[src/rtl/byte_packer_pkg.sv]
// Shared definitions for the byte stream blocks: packer FSM encoding and default word width.
package byte_packer_pkg;

  localparam int unsigned NBYTES_DEFAULT = 4;

  typedef enum logic [0:0] {
    StAcc,
    StPend
  } pack_state_e;

endpackage

[src/rtl/byte_packer.sv]
// Packs a byte stream little-endian into NBYTES-wide words with flush support and a
// single registered output slot; a flush blocked by a full slot waits in StPend.
module byte_packer
  import byte_packer_pkg::*;
#(
  parameter int unsigned NBYTES = NBYTES_DEFAULT
) (
  input  logic                clk,
  input  logic                reset,
  input  logic                i_valid_i,
  input  logic [7:0]          i_data_i,
  output logic                i_ready_o,
  input  logic                i_flush_i,
  output logic                e_valid_o,
  input  logic                e_ready_i,
  output logic [8*NBYTES-1:0] e_data_o,
  output logic [NBYTES-1:0]   e_keep_o
);

  localparam int unsigned CntW  = (NBYTES > 2) ? $clog2(NBYTES) : 1;
  localparam int unsigned DataW = 8 * NBYTES;
  localparam logic [CntW-1:0] CntLast = CntW'(NBYTES - 1);

  pack_state_e       state_q, state_d;
  logic [CntW-1:0]   cnt_q, cnt_d;
  logic [DataW-1:0]  acc_q, acc_d;
  logic              out_valid_q, out_valid_d;
  logic [DataW-1:0]  out_data_q, out_data_d;
  logic [NBYTES-1:0] out_keep_q, out_keep_d;

  logic              slot_free;
  logic              ready;
  logic              accept;
  logic [DataW-1:0]  acc_with;
  int unsigned       fill;
  logic [NBYTES-1:0] fill_mask;

  always_comb begin
    slot_free = !out_valid_q || e_ready_i;
    ready     = (state_q == StAcc) && ((cnt_q != CntLast) || slot_free);
    accept    = i_valid_i && ready;

    acc_with = acc_q;
    if (accept) begin
      acc_with[8*int'(cnt_q) +: 8] = i_data_i;
    end

    // Bytes held after this cycle's accept; in StPend accept is 0 so this is just cnt.
    fill = 32'(cnt_q) + 32'(accept);
    for (int unsigned k = 0; k < NBYTES; k++) begin
      fill_mask[k] = (k < fill);
    end
  end

  always_comb begin
    state_d     = state_q;
    cnt_d       = cnt_q;
    acc_d       = acc_q;
    out_valid_d = out_valid_q;
    out_data_d  = out_data_q;
    out_keep_d  = out_keep_q;

    if (out_valid_q && e_ready_i) begin
      out_valid_d = 1'b0;
    end

    unique case (state_q)
      StAcc: begin
        if ((accept && (cnt_q == CntLast)) || (i_flush_i && (fill != 0))) begin
          if (slot_free) begin
            out_valid_d = 1'b1;
            out_data_d  = acc_with;
            out_keep_d  = fill_mask;
            acc_d       = '0;
            cnt_d       = '0;
          end else begin
            // Only a flush can get here: a full word is never accepted into a busy slot.
            state_d = StPend;
            acc_d   = acc_with;
            cnt_d   = CntW'(fill);
          end
        end else if (accept) begin
          acc_d = acc_with;
          cnt_d = cnt_q + CntW'(1);
        end
      end
      StPend: begin
        if (slot_free) begin
          out_valid_d = 1'b1;
          out_data_d  = acc_q;
          out_keep_d  = fill_mask;
          acc_d       = '0;
          cnt_d       = '0;
          state_d     = StAcc;
        end
      end
      default: state_d = StAcc;
    endcase
  end

  always_ff @(posedge clk or posedge reset) begin
    if (reset) begin
      state_q     <= StAcc;
      cnt_q       <= '0;
      acc_q       <= '0;
      out_valid_q <= 1'b0;
      out_data_q  <= '0;
      out_keep_q  <= '0;
    end else begin
      state_q     <= state_d;
      cnt_q       <= cnt_d;
      acc_q       <= acc_d;
      out_valid_q <= out_valid_d;
      out_data_q  <= out_data_d;
      out_keep_q  <= out_keep_d;
    end
  end

  assign i_ready_o = ready;
  assign e_valid_o = out_valid_q;
  assign e_data_o  = out_data_q;
  assign e_keep_o  = out_keep_q;

endmodule
[config.mk]
export PLATFORM = sky130hd
export DESIGN_NAME = byte_packer
export DESIGN_NICKNAME = d
export VERILOG_FILES = /design/src/rtl/byte_packer_pkg.sv /design/src/rtl/byte_packer.sv
export SDC_FILE = /design/constraint.sdc
export NUM_CORES = 1
export LEC_CHECK = 0
export ABC_AREA = 1
export BUFFER_PORTS_ARGS = -buffer_cell sky130_fd_sc_hd__buf_2
export CAP_MARGIN = 10
export CELL_PAD_IN_SITES_DETAIL_PLACEMENT = 1
export CELL_PAD_IN_SITES_GLOBAL_PLACEMENT = 1
export CORE_MARGIN = 5
export CORE_UTILIZATION = 38
export CTS_BUF_LIST = sky130_fd_sc_hd__clkbuf_16
export DETAILED_ROUTE_END_ITERATION = 16
export PLACE_DENSITY_LB_ADDON = 0.1
export SETUP_SLACK_MARGIN = 0.5
export SLEW_MARGIN = 20
export SYNTH_ARGS = -nofsm -noshare
export SYNTH_HDL_FRONTEND = slang
export SYNTH_SLANG_ARGS = --single-unit
export TNS_END_PERCENT = 10
[constraint.sdc]
create_clock -name clk -period 2.5 [get_ports clk]
set_clock_uncertainty 0.1 [all_clocks]
set_input_delay 0.125 -clock clk [delete_from_list [all_inputs] [get_ports clk]]
set_output_delay 0.125 -clock clk [all_outputs]
set_load 0.02 [all_outputs]
# After elaboration in Yosys (flattened, before gate mapping)
# Index checks and enable logic that the tools add are counted.
[classes]
eq_ne = 6
n_bitwise = 1
n_lt_le_gt_ge = 4
n_addsub = 3
shifts = 2
muxes = 26
n_reduce_logical = 12
[op_table]
columns = ["operator", "count"]
rows = [
  ["32-bit two-way mux", 8],
  ["32-bit case mux with 2 select lines", 2],
  ["5-bit negation with 33-bit output", 1],
  ["8-bit by 33-bit variable shift with 32-bit output, first input constant", 1],
  ["8-bit by 33-bit variable part select with 32-bit output", 1],
  ["32-bit bitwise mux", 1],
  ["32-bit nonzero test", 1],
  ["2-bit two-way mux", 4],
  ["4-bit two-way mux", 2],
  ["4-bit case mux with 2 select lines", 1],
  ["1-bit by 3-bit less-than comparator with 1-bit output, first input constant", 2],
  ["2-bit by 3-bit less-than comparator with 1-bit output, first input constant", 2],
  ["1-bit logical AND", 5],
  ["1-bit two-way mux", 5],
  ["2-bit by 1-bit inequality test with 1-bit output, second input constant", 2],
  ["2-bit inequality test, second input constant", 2],
  ["1-bit case mux with 2 select lines", 2],
  ["2-bit case mux with 2 select lines", 1],
  ["2-bit by 1-bit adder with 3-bit output", 1],
  ["1-bit logical OR", 3],
  ["3-bit by 2-bit inequality test with 1-bit output, second input constant", 1],
  ["3-bit AND reduction", 1],
  ["2-bit by 1-bit adder with 2-bit output, second input constant", 1],
  ["2-bit equality test, second input constant", 1],
  ["other kinds (3)", 3],
]
[word_totals]
wordCells = 60
ff_bits = 72
output_inout_bits = 38
input_bits = 13

# Logic depth before layout (Yosys ltp)
# Gate-level depths: netlist (run 1).
[depth]
word_depth = 11
ltp_mapped = 15
ltp_nobuf = 14

# Worst setup path after synthesis (run 1)
# Ideal clock, no wire load.
[synth_path]
path_kind = "register to register"
start = "register cnt_q[0]"
end = "register out_data_q[0], in the netlist e_data_o[0]"
setup_time_ns = 0.065
path_stages_with_launch = 16
required_time_ns = 2.335
n_path_buf = 2
path_slack_ns = 0.128
synth_period_minus_slack_ns = 2.372
arrival_ns = 2.207
cell_sequence = "dfrtp_1 ha_1 nand3_2 nand3_1 inv_1 ha_1 ha_1 inv_1 nand2_1 nand2_1 nand3_1 nand2_1 buf_2 buf_2 nand2_1 nand2_1"
[synth_via]
elab_chain_len = 10
word_cells_on_any_way = 20
cone_classes = "2 x add/sub; 3 x eq/ne; 2 x shift; 5 x mux; 8 x reduce/logical"
[synth_lines]
columns = ["element", "line_no", "text"]
rows = [
  ["start: declaration", "byte_packer.sv:25", "logic [CntW-1:0] cnt_q, cnt_d;"],
  ["start signal: assignment", "byte_packer.sv:111", "cnt_q <= cnt_d;"],
  ["branches (longest 10 deep; another with 5-bit negation with 33-bit output)", "-", ""],
  ["end signal: assignment", "byte_packer.sv:114", "out_data_q <= out_data_d;"],
  ["end: declaration", "byte_packer.sv:28", "logic [DataW-1:0] out_data_q, out_data_d;"],
]
# Several ways; the timed one is not identified. The select of a mux whose other input is x is not followed.
# A chain may end at the register's enable or synchronous reset.

# Worst setup path in the final report (run 1)
[layout_path]
start = "register cnt_q[0]"
end = "register out_data_q[13], in the netlist e_data_o[13]"
# Same word-level chain as after synthesis.

==> out/results.md, run 1 <==
| Parameter | Reported | Unit |
|:---|:---|:---|
| Status | finished clean | - |
| Power Density | 1270 | nW/µm² |
| Die Y | 107 | µm |
| Total number of placement rows | 35 | - |
| Fill cell total of the finished layout | 1133 | - |
| Total global routing overflow | 0 | - |
| CTS tree | done | - |
| Final worst path period share | 90.1 | % |
| Largest cells by area after synthesis | sky130_fd_sc_hd__dfrtp_1 (50%), sky130_fd_sc_hd__nand2_1 (24%), sky130_fd_sc_hd__nand3_1 (7.3%) | - |
| Static leakage | 0.00254 | µW |
| Kind of cell adding the most delay to the critical path | adder cells | - |
| Average size of a mapped cell | 7.56 | µm² |
| Library cells used by synthesis | 19 | - |
| CTS sink count | 72 | - |
| Switching power of the nets | 2650 | µW |
| Sequential cell area in the final layout | 1800 | µm² |
| Synth Register Bits | 72 | - |
| Time the worst path needs with I/O delays and setup | 2.25 | ns |
| Final nets | 564 | - |
| Die outline area | 11500 | µm² |
| Cell types with the highest counts after synthesis | sky130_fd_sc_hd__nand2_1 (227), sky130_fd_sc_hd__dfrtp_1 (72), sky130_fd_sc_hd__nand3_1 (52) | - |
| Slowest CP cell | sky130_fd_sc_hd__dfrtp_2 | - |
| Slowest Stage Delay on Critical Path | 0.39 | ns |
| Fraction of layout cells with a size suffix above 1 | 24.1 | % |
| CTS root buf | sky130_fd_sc_hd__clkbuf_16 | - |
| Final weighted congestion in routability-driven placement | 0.778 | - |
| Largest net degree at the start of global routing | 44 | - |
| Vias per std cell | 5.08 | - |
| DR pass1 iterations | 4 | - |
| Launch point of the critical path | cnt_q[0] | - |
| Clock latency on the worst-skew pair | 0.33 | ns |
| Sw frac | 44.4 | % |
| Final setup vio count | 0 | - |
| Average routed wire per standard cell | 17.1 | µm |
| Critical path buffer and inverter count | 5 | - |
| Inserted Clock Buffers | 9 | - |
| Port-buffer cells | 50 | - |
| Yosys top cell by area | sky130_fd_sc_hd__dfrtp_1 | - |
| Crit path max fanout | 6 | - |
| Part of the power in combinational logic | 52.7 | % |
| Classification of the worst setup path | reg -> reg | - |
| Flop pwr share | 26.5 | % |
| Most used standard cell by instance count after synthesis | sky130_fd_sc_hd__nand2_1 | - |
| Via count of the first global-routing pass | 3575 | - |
| F_max | 0.444 | GHz |
| DP Area | 4110 | µm² |
| Power Internal | 3320 | µW |
| Number of buffers on the longest clock path | 2 | - |
| Initial Util | 38.9 | % |
| VDD IR-drop max | 879 | µV |
| Via count | 3341 | - |
| Min-delay src | i_data_i[6] | - |
| Number of max-slew violations in the final report | 0 | - |
| Remaining number of nets flagged by the antenna check after routing | 0 | - |
| Worst hold-check path type | in -> reg | - |
| Worst slew margin relative to its limit | 62.1 | % |
| Final HPWL from detailed placement | 6.88 | mm |
| Placeable core region | 9200 | µm² |
| Final std cell area, no fill | 4690 | µm² |
| Share of flip-flops with an asynchronous set or reset after synthesis | 100 | % |
| Antenna violations before repair | 0 | - |
| Data arrival time of the worst path | 2.38 | ns |
| IO Pins | 51 | - |
| Antenna fix cells | 0 | - |
| Register clock-pin slew on the reported worst setup and hold paths | 0.06 | ns |
| Synth Warn # | 0 | - |
| Max-cap violations | 0 | - |
| Startpoint kind of the worst setup timing path | flop | - |
| Wire length of the first global-routing pass | 18.4 | mm |
| Count of final hold-check violations | 0 | - |
| Share of power burned in the clock network | 20.8 | % |
| Worst Setup End Kind | flop | - |
| Top FF cell, synth | sky130_fd_sc_hd__dfrtp_1 | - |
| Syn_nets | 495 | - |
| Sequential area share after synthesis | 50.4 | % |
| Number of flops mapped to enable cells by yosys | 0 | - |
| Drt first-iter violations | 97 | - |
| Synthesized instance count | 473 | - |
| Worst path cell trace | ha_4 -> nand3_4 -> nand3_4 -> inv_4 -> ha_4 -> ha_4 -> inv_2 -> nand2_2 -> nand2_4 -> nand3_4 -> nand2_4 -> buf_12 -> buf_12 -> buf_16 -> nand2_2 -> nand2_1 | - |
| Area share of the leading cell type in the synthesized netlist | 50.4 | % |
| H-tree lvl count | 3 | - |
| Post-synthesis instance area | 3580 | µm² |
| Setup TNS Final | 0 | ns |
| Required time of the critical path | 2.62 | ns |
| Post-detailed-route DRC marker count | 0 | - |
| Area added between synthesis and finish | 31.2 | % |
| Overall die width | 107 | µm |
| Actual slew at the worst max-slew pin | 0.567 | ns |
| Multi-input logic area | 1710 | µm² |
| Worst r2r src | cnt_q[0] | - |
| All-layer global routing usage | 20.8 | % |
| Setup repair after global routing missed its margin | yes | - |
| Wire length reported by the detailed router | 11.3 | mm |
[logic make-up after synthesis]
family / share of synthesized area [%]
fa+ha+maj: 3.15
buf+inv: 6.02
compound gates: 6.19
simple gates: 34.3
flops: 50.4
[placed cells by master (no fill, tap or decap), drive strengths merged, types with 3 or more instances in the layout]
cell and instances:
clkbuf 10, dfrtp 72, nand4 5, ha 9, inv 26, clkinv 3
nor2 15, nand3 53, nand2 229, buf 79, o21ai 41
[power by group through the flow]
stage,combinational [µW],sequential (µW),clock [µW]
after floorplan,1580,1800,0
after global placement,2530,1580,0
after detailed placement,2560,1600,0
after CTS,3030,1580,1270
after global routing,3420,1620,1330
final,3150,1580,1250
[area by class of cell]
type                    count  area share (%)
repair inverters            2           0.373
clock buffers               9            4.80
well taps                 111            2.96
flip-flops and latches     72            38.5
repair buffers             81            13.5
inverters                  22            2.24
clock inverters             7            1.20
multi-input cells         354            36.5
[worst reg2reg max path, cell delays in order, from the launching register on]
cell	delay, ns
sky130_fd_sc_hd__dfrtp_2	0.39
sky130_fd_sc_hd__ha_4	0.16
sky130_fd_sc_hd__nand3_4	0.07
sky130_fd_sc_hd__nand3_4	0.10
sky130_fd_sc_hd__inv_4	0.04
sky130_fd_sc_hd__ha_4	0.16
sky130_fd_sc_hd__ha_4	0.26
sky130_fd_sc_hd__inv_2	0.04
sky130_fd_sc_hd__nand2_2	0.06
sky130_fd_sc_hd__nand2_4	0.07
sky130_fd_sc_hd__nand3_4	0.10
sky130_fd_sc_hd__nand2_4	0.07
sky130_fd_sc_hd__buf_12	0.17
sky130_fd_sc_hd__buf_12	0.14
sky130_fd_sc_hd__buf_16	0.13
sky130_fd_sc_hd__nand2_2	0.05
sky130_fd_sc_hd__nand2_1	0.04
[through the flow]
step / power (µW) / hold slack [ns] / utilization [%] / setup WS, ns / cells
final: 5980 / 0.121 / 51.0 / 0.246 / 658
after floorplan: 3380 / 0.207 / - / 0.368 / 473
after global routing: 6370 / 0.150 / 51.0 / 0.156 / 658
after detailed placement: 4160 / 0.122 / 44.7 / 0.0712 / 628
after global placement: 4110 / 0.103 / 44.7 / 0.136 / 628
after CTS: 5890 / 0.117 / 50.1 / 0.259 / 654
[repair_timing]
item | in CTS | in global routing
gates cloned | 4 | 1
hold endpoints to repair | 21 | 0
resized for setup | 24 | 12
setup endpoints to repair | 70 | 70
pin swaps | 6 | 6
setup buffers | 5 | 3
hold buffers | 1 | 0
[flip-flops by register name (all words and copies together), names as in the netlist]
name and count:
acc_q 32, e_data_o 32, e_keep_o 4, cnt_q 2
e_valid_o 1, state_q 1
[per-layer routing]
metal	share of wire, %	track usage (%)
met2	51	36.8
met5	0	0
met3	3.1	4.09
met1	44	25.9
met4	1.7	5.48
[worst paths after layout]
kind	endpoint	cells after the start	slack [ns]
max	e_data_o[13]	16	0.25
min	e_data_o[6]	5	0.12
max reg2reg	e_data_o[13]	16	0.25
min reg2reg	e_data_o[7]	2	0.37
max in group asynchronous	acc_q[3]	4	1.39
min in group asynchronous	e_data_o[23]	3	0.29
No activity file was read; power rests on OpenSTA's default activity.
==> inputs of run 2 (changes only) <==
--- a/config.mk
+++ b/config.mk
@@ -10,6 +10,7 @@
 export CAP_MARGIN = 10
 export CELL_PAD_IN_SITES_DETAIL_PLACEMENT = 1
 export CELL_PAD_IN_SITES_GLOBAL_PLACEMENT = 1
+export CORE_ASPECT_RATIO = 0.5
 export CORE_MARGIN = 5
 export CORE_UTILIZATION = 38
 export CTS_BUF_LIST = sky130_fd_sc_hd__clkbuf_16
==> run 2 against run 1 <==
Against the previous run: routed wire length rose by 2.1%; critical path depth did not move; sequential share of layout area fell by 1.3 points; die area rose by 1.0%; sequential power barely moved; total power rose by 7.4%; combinational power rose by 7.0%; clock power rose by 18%; non-clock buffer count did not move; first-iteration DRC count rose by 97%; via count rose by 1.9%; clock-buffer cell count did not move.
==> out/results.md, run 2 (synthesis gave the netlist of run 1 again) <==
| Parameter | Reported | Unit | vs previous |
|:---|:---|:---|:---|
| Number of max-slew violations in the final report | 0 | - | unchanged |
| Most common cell after layout, fill and taps aside | sky130_fd_sc_hd__nand2_1 | - |  |
| Fraction of layout cells with a size suffix above 1 | 24.3 | % | +0.14 points |
| Setup TNS Final | 0 | ns | unchanged |
| End of the worst register-to-register path | e_data_o[25] | - |  |
| CTS sink count | 72 | - | unchanged |
| Part of the power in combinational logic | 52.5 | % | -0.2 points |
| Worst path cell trace | ha_4 -> nand3_4 -> nand3_2 -> inv_2 -> ha_4 -> ha_4 -> inv_2 -> nand2_2 -> nand2_4 -> nand3_4 -> nand2_8 -> buf_6 -> buf_12 -> inv_16 -> nand2_1 -> nand2_1 | - |  |
| Post-detailed-route DRC marker count | 0 | - | unchanged |
| Clock latency on the worst-skew pair | 0.34 | ns | about the same |
| Crit path max fanout | 9 | - | +3 |
| Hold Worst Slack | 0.0943 | ns | -0.0265 ns |
| Die outline area | 11600 | µm² | +1.0% |
| Share of power burned in the clock network | 22.8 | % | +2.0 points |
| Antenna violations before repair | 0 | - | unchanged |
| Final std cell area, no fill | 4860 | µm² | +3.5% |
| Worst r2r src | cnt_q[1] | - |  |
| Launch point of the critical path | cnt_q[1] | - |  |
| Vias per std cell | 5.09 | - | +0.24% |
| Largest net degree at the start of global routing | 43 | - | -2.3% |
| Power Density | 1320 | nW/µm² | +3.8% |
| Worst Setup End Kind | flop | - |  |
| Number of buffers on the longest clock path | 2 | - | unchanged |
| Port-buffer cells | 50 | - | unchanged |
| Max-cap violations | 0 | - | unchanged |
| Final weighted congestion in routability-driven placement | 0.788 | - | +1.3% |
| Worst slew margin relative to its limit | 74.9 | % | +13 points |
| Wire length of the first global-routing pass | 19.1 | mm | +3.4% |
| Worst hold-check path type | in -> reg | - |  |
| Total number of placement rows | 25 | - | -29% |
| Register-to-register path setup slack | 0.23 | ns | -0.02 ns |
| All-layer global routing usage | 21.1 | % | +0.27 points |
| Remaining number of nets flagged by the antenna check after routing | 0 | - | unchanged |
| H-tree lvl count | 3 | - | unchanged |
| Wire length reported by the detailed router | 11.5 | mm | +2.1% |
| Min-delay src | i_data_i[7] | - |  |
| Initial Util | 38.4 | % | -0.52 points |
| Power Internal | 3630 | µW | +9.3% |
| Drt first-iter violations | 191 | - | +97% |
| Switching power of the nets | 2790 | µW | +5.1% |
| Most frequent cells in the layout | sky130_fd_sc_hd__nand2_1 (218), sky130_fd_sc_hd__dfrtp_1 (70), sky130_fd_sc_hd__nand3_1 (50), sky130_fd_sc_hd__buf_2 (50), sky130_fd_sc_hd__o21ai_0 (32) | - |  |
| Die Y | 78.6 | µm | -27% |
| Critical path buffer and inverter count | 5 | - | unchanged |
| Worst setup slack before clock tree synthesis | 0.0165 | ns | -0.0547 ns |
| Final nets | 565 | - | +0.18% |
| DP Area | 4130 | µm² | +0.43% |
| F_max | 0.440 | GHz | -0.81% |
| Startpoint kind of the worst setup timing path | flop | - |  |
| CTS root buf | sky130_fd_sc_hd__clkbuf_16 | - |  |
| Worst-case setup margin in the final layout | 0.228 | ns | -0.0184 ns |
| Actual slew at the worst max-slew pin | 0.372 | ns | -0.195 ns |
| CTS tree | done | - |  |
| Static leakage | 0.00259 | µW | +2.2% |
| Via count | 3405 | - | +1.9% |
| Data arrival time of the worst path | 2.40 | ns | +0.02 ns |
| Setup repair after global routing missed its margin | yes | - |  |
| Average routed wire per standard cell | 17.2 | µm | +0.38% |
| Antenna fix cells | 0 | - | unchanged |
| Count of final hold-check violations | 0 | - | unchanged |
| Critical Path Most Common Cell | sky130_fd_sc_hd__ha_4 | - |  |
| Flop pwr share | 24.6 | % | -1.9 points |
| Slowest CP cell | sky130_fd_sc_hd__dfrtp_2 | - |  |
| Area added between synthesis and finish | 35.9 | % |  |
| Inserted Clock Buffers | 9 | - | unchanged |
| Slowest Stage Delay on Critical Path | 0.42 | ns | +0.03 ns |
| Sw frac | 43.4 | % | -0.98 points |
| Status | finished clean | - |  |
| Required time of the critical path | 2.63 | ns | about the same |
| Total global routing overflow | 0 | - | unchanged |
| Overall die width | 147 | µm | +38% |
| Via count of the first global-routing pass | 3588 | - | +0.36% |
| Classification of the worst setup path | reg -> reg | - |  |
| Placeable core region | 9320 | µm² | +1.4% |
| Fill cell total of the finished layout | 1137 | - | +0.35% |
| VDD IR-drop max | 711 | µV | -19% |
| IO Pins | 51 | - | unchanged |
| Time the worst path needs with I/O delays and setup | 2.27 | ns | +0.0184 ns |
| DR pass1 iterations | 6 | - | +2 |
| Kind of cell adding the most delay to the critical path | simple AND/OR/NAND/NOR gates | - |  |
| Register clock-pin slew on the reported worst setup and hold paths | 0.06 | ns | about the same |
| Sum of internal, switching and leakage power | 6420 | µW | +7.4% |
| Final worst path period share | 90.9 | % | +0.74 points |
| Final HPWL from detailed placement | 6.84 | mm | -0.66% |
| Hold Path Stages | 5 | - | unchanged |
| End point of the worst hold path | e_data_o[7] | - |  |
| Final setup vio count | 0 | - | unchanged |
| Cell depth of the worst flop-to-flop path | 16 | - | unchanged |
run 2: cell count changes in the layout (fill, tap and decap cells not counted), sizes merged:
cell / before / now
inv: 26 / 24
clkinv: 3 / 4
bufinv: 1 / 3
run 2: power groups by stage:
stage	clock [µW]	sequential [µW]	combinational (µW)
final	1470	1580	3370
after global routing	1550	1620	3680
after CTS	1490	1580	3110
after detailed placement	0	1590	2540
after global placement	0	1590	2510
after floorplan	0	1800	1580
run 2: how the worst max path moves through the flow:
| stage | end | cells past startpoint |
|---|---|---|
| finish | e_data_o[25] | 16 |
| global route | e_data_o[26] | 16 |
| CTS | acc_q[27] | 8 |
| detailed placement | e_data_o[25] | 14 |
| global placement | e_data_o[25] | 14 |
| floorplan | e_data_o[0] | 15 |
run 2: per-stage QoR:
stage / util (%) / std cells
final: 52.1 / 669
after CTS: 50.6 / 664
after detailed placement: 44.3 / 637
after global placement: 44.3 / 637
after global routing: 52.1 / 669
after floorplan: - / 473
run 2: worst reg2reg max path, cell delays in order (launching register included):
cell and delay, ns:
sky130_fd_sc_hd__dfrtp_2 0.42, sky130_fd_sc_hd__ha_4 0.18, sky130_fd_sc_hd__nand3_4 0.06, sky130_fd_sc_hd__nand3_2 0.10, sky130_fd_sc_hd__inv_2 0.09, sky130_fd_sc_hd__ha_4 0.15
sky130_fd_sc_hd__ha_4 0.20, sky130_fd_sc_hd__inv_2 0.05, sky130_fd_sc_hd__nand2_2 0.05, sky130_fd_sc_hd__nand2_4 0.09, sky130_fd_sc_hd__nand3_4 0.12, sky130_fd_sc_hd__nand2_8 0.11
sky130_fd_sc_hd__buf_6 0.11, sky130_fd_sc_hd__buf_12 0.14, sky130_fd_sc_hd__inv_16 0.06, sky130_fd_sc_hd__nand2_1 0.07, sky130_fd_sc_hd__nand2_1 0.05
run 2: repair_timing:
action                                 4_1_cts  5_1_grt
gates resized for setup                     30       23
gates cloned                                 4        2
hold buffers                                 1        0
buffers inserted                             6        3
setup endpoints to repair                   70       70
endpoints found under the hold margin       72        0
pin swaps                                    0        3
run 2: area by class of cell:
type | count | area (µm²) | area share (%)
sequential | 72 | 1800 | 37.1
multi-input combinational | 354 | 1740 | 35.7
timing repair buffer | 81 | 669 | 13.8
clock buffer | 9 | 225 | 4.64
tap | 121 | 151 | 3.12
clock inverter | 7 | 111 | 2.29
inverter | 22 | 103 | 2.11
timing repair inverter | 3 | 57.6 | 1.18
run 2: layer usage:
metal	wire length (µm)	vias to the layer above	share of wire [%]	GRT usage, %
met5	0	-	0	0
li1	-	1650	-	-
met1	5770	1691	50	30.1
met3	394	12	3.4	4.79
met4	119	0	1.0	4.55
met2	5210	52	45	32.9
